**config.mk**
```make
export PLATFORM = sky130hd
export DESIGN_NAME = instr_fetch_unit
export DESIGN_NICKNAME = d
export VERILOG_FILES = /design/src/rtl/instr_fetch_unit.sv
export SDC_FILE = /design/constraint.sdc
export NUM_CORES = 1
export LEC_CHECK = 0
export ABC_CLOCK_PERIOD_IN_PS = 1800
export BUFFER_PORTS_ARGS = -buffer_cell sky130_fd_sc_hd__buf_2
export CAP_MARGIN = 40
export CORE_MARGIN = 8
export CORE_UTILIZATION = 53
export CTS_BUF_LIST = sky130_fd_sc_hd__clkbuf_8
export DETAILED_ROUTE_END_ITERATION = 6
export PLACE_DENSITY = 0.79
export SKIP_CTS_REPAIR_TIMING = 1
export SYNTH_ARGS = -nofsm -noshare
export SYNTH_HDL_FRONTEND = slang
export SYNTH_SLANG_ARGS = --single-unit
```
**constraint.sdc**
```tcl
create_clock -name clk -period 1.8 [get_ports clk]
set_input_delay 0.36 -clock clk [delete_from_list [all_inputs] [get_ports clk]]
set_output_delay 0.36 -clock clk [all_outputs]
set_load 0.03 [all_outputs]
```
**src/rtl/instr_fetch_unit.sv**
```systemverilog
`default_nettype none
// ============================================================================
// Module   : instr_fetch_unit
// Brief    : PC holder and word-address initiator for instruction memory, with
//            a small instruction queue presented to decode over valid/ready.
//            Optional macro FETCH_STATS_EN adds a popped-instruction counter.
// Revision : 1.0 - initial release
// ============================================================================
module instr_fetch_unit #(
  parameter logic [31:0] RESET_PC = 32'h0000_0000,
  parameter int          FQ_DEPTH = 2
) (
  input  logic        clk,
  input  logic        rst_n,
  input  logic        fetch_en,
  input  logic        redirect_valid,
  input  logic [31:0] redirect_pc,
  output logic [29:0] imem_address,
  input  logic [31:0] imem_dword,
  output logic        instr_valid,
  output logic [31:0] instr,
  output logic [31:0] instr_pc,
  input  logic        instr_ready
`ifdef FETCH_STATS_EN
  ,
  output logic [31:0] fetch_count
`endif
);

  localparam int                 c_ptr_w = $clog2(FQ_DEPTH);
  localparam logic [c_ptr_w:0]   c_depth = (c_ptr_w + 1)'(FQ_DEPTH);

  generate
    if ((FQ_DEPTH < 2) || ((FQ_DEPTH & (FQ_DEPTH - 1)) != 0)) begin : g_bad_depth
      $error("instr_fetch_unit: FQ_DEPTH must be a power of 2 and >= 2");
    end
    if (RESET_PC[1:0] != 2'b00) begin : g_bad_reset_pc
      $error("instr_fetch_unit: RESET_PC must be word aligned");
    end
  endgenerate

  logic [31:0]        r_pc;
  logic [c_ptr_w-1:0] r_rd_ptr;
  logic [c_ptr_w-1:0] r_wr_ptr;
  logic [c_ptr_w:0]   r_count;
  logic [31:0]        r_q_instr [FQ_DEPTH];
  logic [31:0]        r_q_pc    [FQ_DEPTH];
  logic [31:0]        r_last_instr;
  logic [31:0]        r_last_pc;

  logic w_nonempty;
  logic w_pop;
  logic w_push;

  assign w_nonempty   = (r_count != '0);
  // Redirect masks the head so decode never consumes a stale-path instruction.
  assign instr_valid  = w_nonempty && !redirect_valid;
  assign w_pop        = instr_valid && instr_ready;
  assign w_push       = fetch_en && !redirect_valid && ((r_count < c_depth) || w_pop);
  assign imem_address = r_pc[31:2];

  // When empty, show the last consumed entry so the outputs stay stable.
  assign instr    = w_nonempty ? r_q_instr[r_rd_ptr] : r_last_instr;
  assign instr_pc = w_nonempty ? r_q_pc[r_rd_ptr]    : r_last_pc;

  always_ff @(posedge clk or negedge rst_n) begin
    if (!rst_n) begin
      r_pc <= RESET_PC;
    end else if (redirect_valid) begin
      r_pc <= {redirect_pc[31:2], 2'b00};
    end else if (w_push) begin
      r_pc <= r_pc + 32'd4;
    end
  end

  always_ff @(posedge clk or negedge rst_n) begin
    if (!rst_n) begin
      r_rd_ptr <= '0;
      r_wr_ptr <= '0;
      r_count  <= '0;
    end else if (redirect_valid) begin
      r_rd_ptr <= '0;
      r_wr_ptr <= '0;
      r_count  <= '0;
    end else begin
      if (w_pop) begin
        r_rd_ptr <= r_rd_ptr + 1'b1;
      end
      if (w_push) begin
        r_wr_ptr <= r_wr_ptr + 1'b1;
      end
      if (w_push && !w_pop) begin
        r_count <= r_count + 1'b1;
      end else if (w_pop && !w_push) begin
        r_count <= r_count - 1'b1;
      end
    end
  end

  always_ff @(posedge clk or negedge rst_n) begin
    if (!rst_n) begin
      for (int i = 0; i < FQ_DEPTH; i++) begin
        r_q_instr[i] <= '0;
        r_q_pc[i]    <= '0;
      end
    end else if (w_push) begin
      r_q_instr[r_wr_ptr] <= imem_dword;
      r_q_pc[r_wr_ptr]    <= r_pc;
    end
  end

  always_ff @(posedge clk or negedge rst_n) begin
    if (!rst_n) begin
      r_last_instr <= '0;
      r_last_pc    <= '0;
    end else if (w_pop) begin
      r_last_instr <= r_q_instr[r_rd_ptr];
      r_last_pc    <= r_q_pc[r_rd_ptr];
    end
  end

`ifdef FETCH_STATS_EN
  logic [31:0] r_fetch_count;

  always_ff @(posedge clk or negedge rst_n) begin
    if (!rst_n) begin
      r_fetch_count <= '0;
    end else if (w_pop) begin
      r_fetch_count <= r_fetch_count + 32'd1;
    end
  end

  assign fetch_count = r_fetch_count;
`endif

endmodule
`default_nettype wire

```
### Yosys cells after proc, flatten, opt, wreduce, memory -nomap -nowiden

Index checks and enable logic that the tools add are counted.

| operators by class | value |
|---|---|
| eq/ne operators | 0 |
| reductions and logical operators | 15 |
| bitwise gates (word level) | 2 |
| shift operators | 0 |
| div/mod/pow operators | 0 |
| $add $sub $neg | 5 |
| muxes and demuxes | 21 |
| order comparisons | 4 |
| $mul | 0 |

Operator list:

| cell | count |
|---|---|
| $mux 32 | 11 |
| $bwmux 64 | 2 |
| $add 32x3->32 const B | 1 |
| $demux 32 s1 | 1 |
| $logic_and 1x1->1 | 7 |
| $mux 2 | 3 |
| $reduce_bool 2->1 | 3 |
| $ge 2x2->1 const B | 2 |
| $mux 1 | 4 |
| $not 1->2 | 2 |
| $logic_not 1->1 | 3 |
| $reduce_bool 3->1 | 1 |
| $add 1x1->1 const B | 2 |
| $add 2x1->2 const B | 1 |
| $lt 2x1->1 const B | 1 |
| $lt 2x2->1 const B | 1 |
| $sub 2x1->2 const B | 1 |
| $logic_or 1x1->1 | 1 |

| word-level totals | value |
|---|---|
| memories | 0 |
| ROM bits | 0 |
| bits in latches | 0 |
| output and inout bits | 95 |
| input bits | 69 |
| bits in registers | 228 |
| RAM bits | 0 |

### Longest topological paths before layout

| logic depth | value |
|---|---|
| depth in word-level cells | 10 |
| mapped depth | 7 |

### Worst setup path after synthesis

No wires, ideal clock.

| timing path | value |
|---|---|
| path kind | register -> output |
| from | reg r_count[0] |
| to | out instr[20] |
| stages on the path, launching flop included | 6 |
| arrival time | 1.743 ns |
| required time | 1.440 ns |
| slack | -0.303 ns |
| path through | dfrtp_1 > or2_2 > clkbuf_1 > buf_2 > buf_1 > a21oi_1 |

| on the way | value |
|---|---|
| longest elaborated chain between the ends | 2 |

Ends and longest elaborated chain:

| element | RTL line | RTL |
|---|---|---|
| start: declaration | 45 | `logic [c_ptr_w:0] r_count;` |
| start signal: assignment | 93 | `r_count <= r_count + 1'b1;` |
| start signal: assignment | 95 | `r_count <= r_count - 1'b1;` |
| $reduce_bool 2->1 | 55 | `assign w_nonempty = (r_count != '0);` |
| $mux 32 | 63 | `assign instr = w_nonempty ? r_q_instr[r_rd_ptr] : r_last_instr;` |
| end: declaration | 21 | `output logic [31:0] instr,` |

Every way passes these cells.

### Final worst setup path

| timing path | value |
|---|---|
| from | reg r_rd_ptr |
| to | out instr_pc[12] |

| on the way | value |
|---|---|
| longest elaborated chain between the ends | 5 |

Ends and longest elaborated chain:

| element | RTL line | RTL |
|---|---|---|
| start: declaration | 43 | `logic [c_ptr_w-1:0] r_rd_ptr;` |
| start signal: assignment | 87 | `r_rd_ptr <= r_rd_ptr + 1'b1;` |
| $not 1->2 (implied by the code) | 64 | `assign instr_pc = w_nonempty ? r_q_pc[r_rd_ptr] : r_last_pc;` |
| $mux 32 (implied by the code) (3 in series) | 64 |  |
| $mux 32 | 64 |  |
| end: declaration | 22 | `output logic [31:0] instr_pc,` |

Every way passes these cells. The select of a mux whose other input is x is not followed.

==> impl_metrics.json <==
{
  "ant_nets": 0,
  "finalHoldViolations": 0,
  "comb_power_share_pct": 34.6,
  "cp.arrival_ps": 1970,
  "synth-adder-area-share_pct": 0.122,
  "ioPinCount": 164,
  "p_switching_mw": 6.65,
  "p_int_mw": 11.6,
  "worstRegToRegCells": 9,
  "first_pass_iters": 5,
  "gp_congestion": 0.882,
  "layout_worst_path_cycle_share_pct": 129,
  "leakage_nw": 6.13,
  "grt_max_degree": 64,
  "clock_power_share_pct": 24.9,
  "avgRoutedWirePerCell_microns": 19.6,
  "syn_avg_cell_area_sq_um": 10.8,
  "vias_per_cell": 5.67,
  "path_delay_family": "flip-flops",
  "grt-ovfl-total": 0,
  "p_sw_share_pct": 36.4,
  "track_usage_pct": 21.6,
  "start_util_pct": 53.3,
  "r2r_slack_ps": -50,
  "syn2layout_area_growth_pct": 36.4,
  "crit_required_ps": 1440,
  "min_path_cells": 3,
  "critPathLaunchType": "register",
  "power.density_nw_per_um2": 1300,
  "fillers": 1320,
  "crit_chain": "buf_4 > mux2i_2 > a21oi_4 > buf_2",
  "place_hpwl_mm": 18.5,
  "grt_pass1_wl_mm": 42.6,
  "wl_mm": 28.9,
  "ys_seq_area_share_pct": 53.6,
  "critPathMaxStageDelay_ps": 500,
  "critPathSlowestCell": "dfrtp_4",
  "ir_worst_vdd_v": 0.000520,
  "fp.coreArea_sq_um": 19300,
  "relSlewSlack_pct": 64.6,
  "fin_area_sq_um": 14000,
  "post_dp_cell_area_sq_um": 12500,
  "ys.warnings.count": 0,
  "slew_viol_final": 0,
  "fp.dieW_microns": 155,
  "cp_num_buf_inv": 2,
  "setup_ws_ps": -527,
  "max_freq_mhz": 430,
  "cts.clk_slew.worst_paths_ps": 60,
  "cts_sinks": 220,
  "status": "finished, violations left",
  "clk_latency_ps": 530,
  "cts-root-buf": "clkbuf_8",
  "synth-compound-area-share_pct": 10.0,
  "min_path_type": "input port to register",
  "worst_pin_slew_ps": 531,
  "cap_violations": 0,
  "netlist_area_sq_um": 10300,
  "dp_cells": 1393,
  "hold_slack_ps": 39.3,
  "synth_top_family_by_area": "multiplexers",
  "endpoint_kind": "output pin",
  "synth_xor_area_share_pct": 0.767,
  "setup_viol": 107,
  "synthesis.instances": 949,
  "path_depth": 4,
  "grt_pass1_vias": 8491,
  "ys_types": 48,
  "cp_max_fo": 7,
  "rsz0062_at_grt": "true",
  "layout-drive-gt1-share_pct": 48.1,
  "drt_iter0_markers": 472,
  "vias": 8397,
  "die_area_sq_um": 24100,
  "fin_cells": 1480,
  "fin_nets": 1259,
  "post-route-util_pct": 72.7,
  "violations": "negative setup slack",
  "critPathKind": "register to output pin",
  "synth_seq_cells": 220,
  "rows": 51,
  "drc": 0,
  "finalClockSkew_ps": 20.4,
  "fin_crit_ps": 2330,
  "clockBufferDepth": 3,
  "diodes": 0,
  "cts_htree_levels": 2,
  "numCtsBuffers": 37,
  "antenna_found_initial": 0,
  "yosys.area_share.simple_pct": 12.8,
  "pwr-share-seq_pct": 40.5,
  "synthMuxAreaShare_pct": 19.2,
  "die_h_microns": 155,
  "io_buffers": 159,
  "cts_tree": "yes"
}
## sequential cells by signal, indices dropped and copies added (netlist names)
signal	count
r_count	2
r_last_instr	32
r_last_pc	30
r_pc	30
r_q_instr	64
r_q_pc	60
r_rd_ptr	1
r_wr_ptr	1
## cell usage after synthesis, drive strengths merged
cell type    n  area (sq um)
conb         1          3.75
a221oi       1          8.76
and4         1          8.76
a22o         1          8.76
nand2      104           398
or2          7          43.8
and3         5          31.3
a311o        3          30.0
a311oi       1          8.76
inv          8          30.0
nand3       28           140
xnor2        1          8.76
o31a         2          17.5
o31ai        7          52.6
ha           1          12.5
nand4b       1          8.76
and2         3          18.8
nor3b        1          7.51
or4b         1          10.0
o21ai       78           390
xor2         8          70.1
clkbuf      28           105
nor3         8          51.3
nor4b        3          26.3
a21oi       68           340
nor2        78           293
or4          5          37.5
mux2i       63           631
a31oi        2          12.5
nor4         5          31.3
o211ai       3          22.5
o21a         1          7.51
nor2b        9          56.3
dfrtp      220          5510
buf         37           225
nand4       20           138
a22oi        2          15.0
o311ai      13           114
or3b         1          8.76
mux2       119          1340
nand2b       1          6.26
## path summary, 6_finish.rpt
path	start	endpoint
worst max-delay path	r_rd_ptr$_DFFE_PN0P_	instr_pc[12]
worst min-delay path	redirect_pc[2]	r_pc[2]$_DFFE_PN0P_
worst max register to register	r_count[1]$_DFFE_PN0P_	r_q_pc[54]$_DFFE_PN0P_
worst min register to register	r_last_instr[7]$_DFFE_PN0P_	r_last_instr[7]$_DFFE_PN0P_
max in group asynchronous	rst_n	r_q_pc[29]$_DFFE_PN0P_
min in group asynchronous	rst_n	r_last_instr[24]$_DFFE_PN0P_
## cell usage in the layout (no fill, tap or decap), types with 4 or more instances in the layout
| cell | instances |
|---|---|
| a21oi_4 | 41 |
| xor2_1 | 8 |
| nand3_1 | 25 |
| o311ai_1 | 4 |
| o21ai_0 | 75 |
| nand4_1 | 18 |
| and3_1 | 5 |
| mux2_2 | 119 |
| o311ai_0 | 9 |
| mux2i_2 | 31 |
| clkbuf_16 | 9 |
| nor2_4 | 4 |
| clkbuf_4 | 7 |
| buf_6 | 6 |
| clkbuf_8 | 46 |
| nor3_1 | 7 |
| nand2_1 | 100 |
| or2_2 | 6 |
| dfrtp_1 | 213 |
| buf_4 | 75 |
| buf_2 | 143 |
| inv_1 | 21 |
| mux2i_1 | 27 |
| dfrtp_2 | 6 |
| buf_8 | 5 |
| nor2_1 | 42 |
| buf_16 | 4 |
| nor2b_1 | 9 |
| o31ai_1 | 7 |
| buf_12 | 14 |
| nor4_1 | 5 |
| a21oi_1 | 17 |
| a21oi_2 | 10 |
| or4_1 | 5 |
| mux2i_4 | 5 |
| nor2_2 | 32 |
## cells by family (layout without fill, tap and decap cells)
family | Yosys count | count (layout)
fa+ha+maj | 1 | 1
simple gates | 281 | 282
xor+xnor | 9 | 9
buf+inv | 73 | 337
compound gates | 182 | 182
other cells | 1 | 2
mux | 182 | 182
flops | 220 | 220
## final cells by class
type                       count  area, sq um  share of cell area [%]
clock inverter                19          131                   0.938
inverter                       8         30.0                   0.214
multi-input combinational    658         5270                    37.6
tap                          265          332                    2.37
clock buffer                  46          633                    4.52
timing repair buffer         264         2100                    15.0
sequential                   220         5520                    39.4
## worst min-delay path: stages
cell and delay [ps]:
buf_2 70, nand2_1 40, o21ai_0 50
## per-stage QoR
step / setup TNS, ps / setup slack [ps] / total power [mW]
global route: -37370 / -565 / 19.2
CTS: -31460 / -571 / 17.5
floorplan: -5690 / -115 / 11.2
detailed placement: -4.41 / -4.41 / 13.0
global placement: 0 / 7.03 / 12.7
finish: -28370 / -527 / 18.3
## layer usage
metal	global-route usage (%)	wire (microns)	vias up
met5	0	0	-
met4	7.21	723	0
met3	4.60	1770	63
met2	35.7	13800	315
met1	28.0	12600	4154
li1	-	-	3865
## power groups by stage
stage          Combinational, mW  Clock, mW  Sequential, mW
6_report                    6.32       4.56            7.40
5_1_grt                     6.77       4.88            7.54
4_1_cts                     5.77       4.63            7.14
3_5_place_dp                5.74          0            7.22
3_3_place_gp                5.57          0            7.11
2_1_floorplan               4.02          0            7.16
Note: power is estimated with default switching activity, not from simulation.
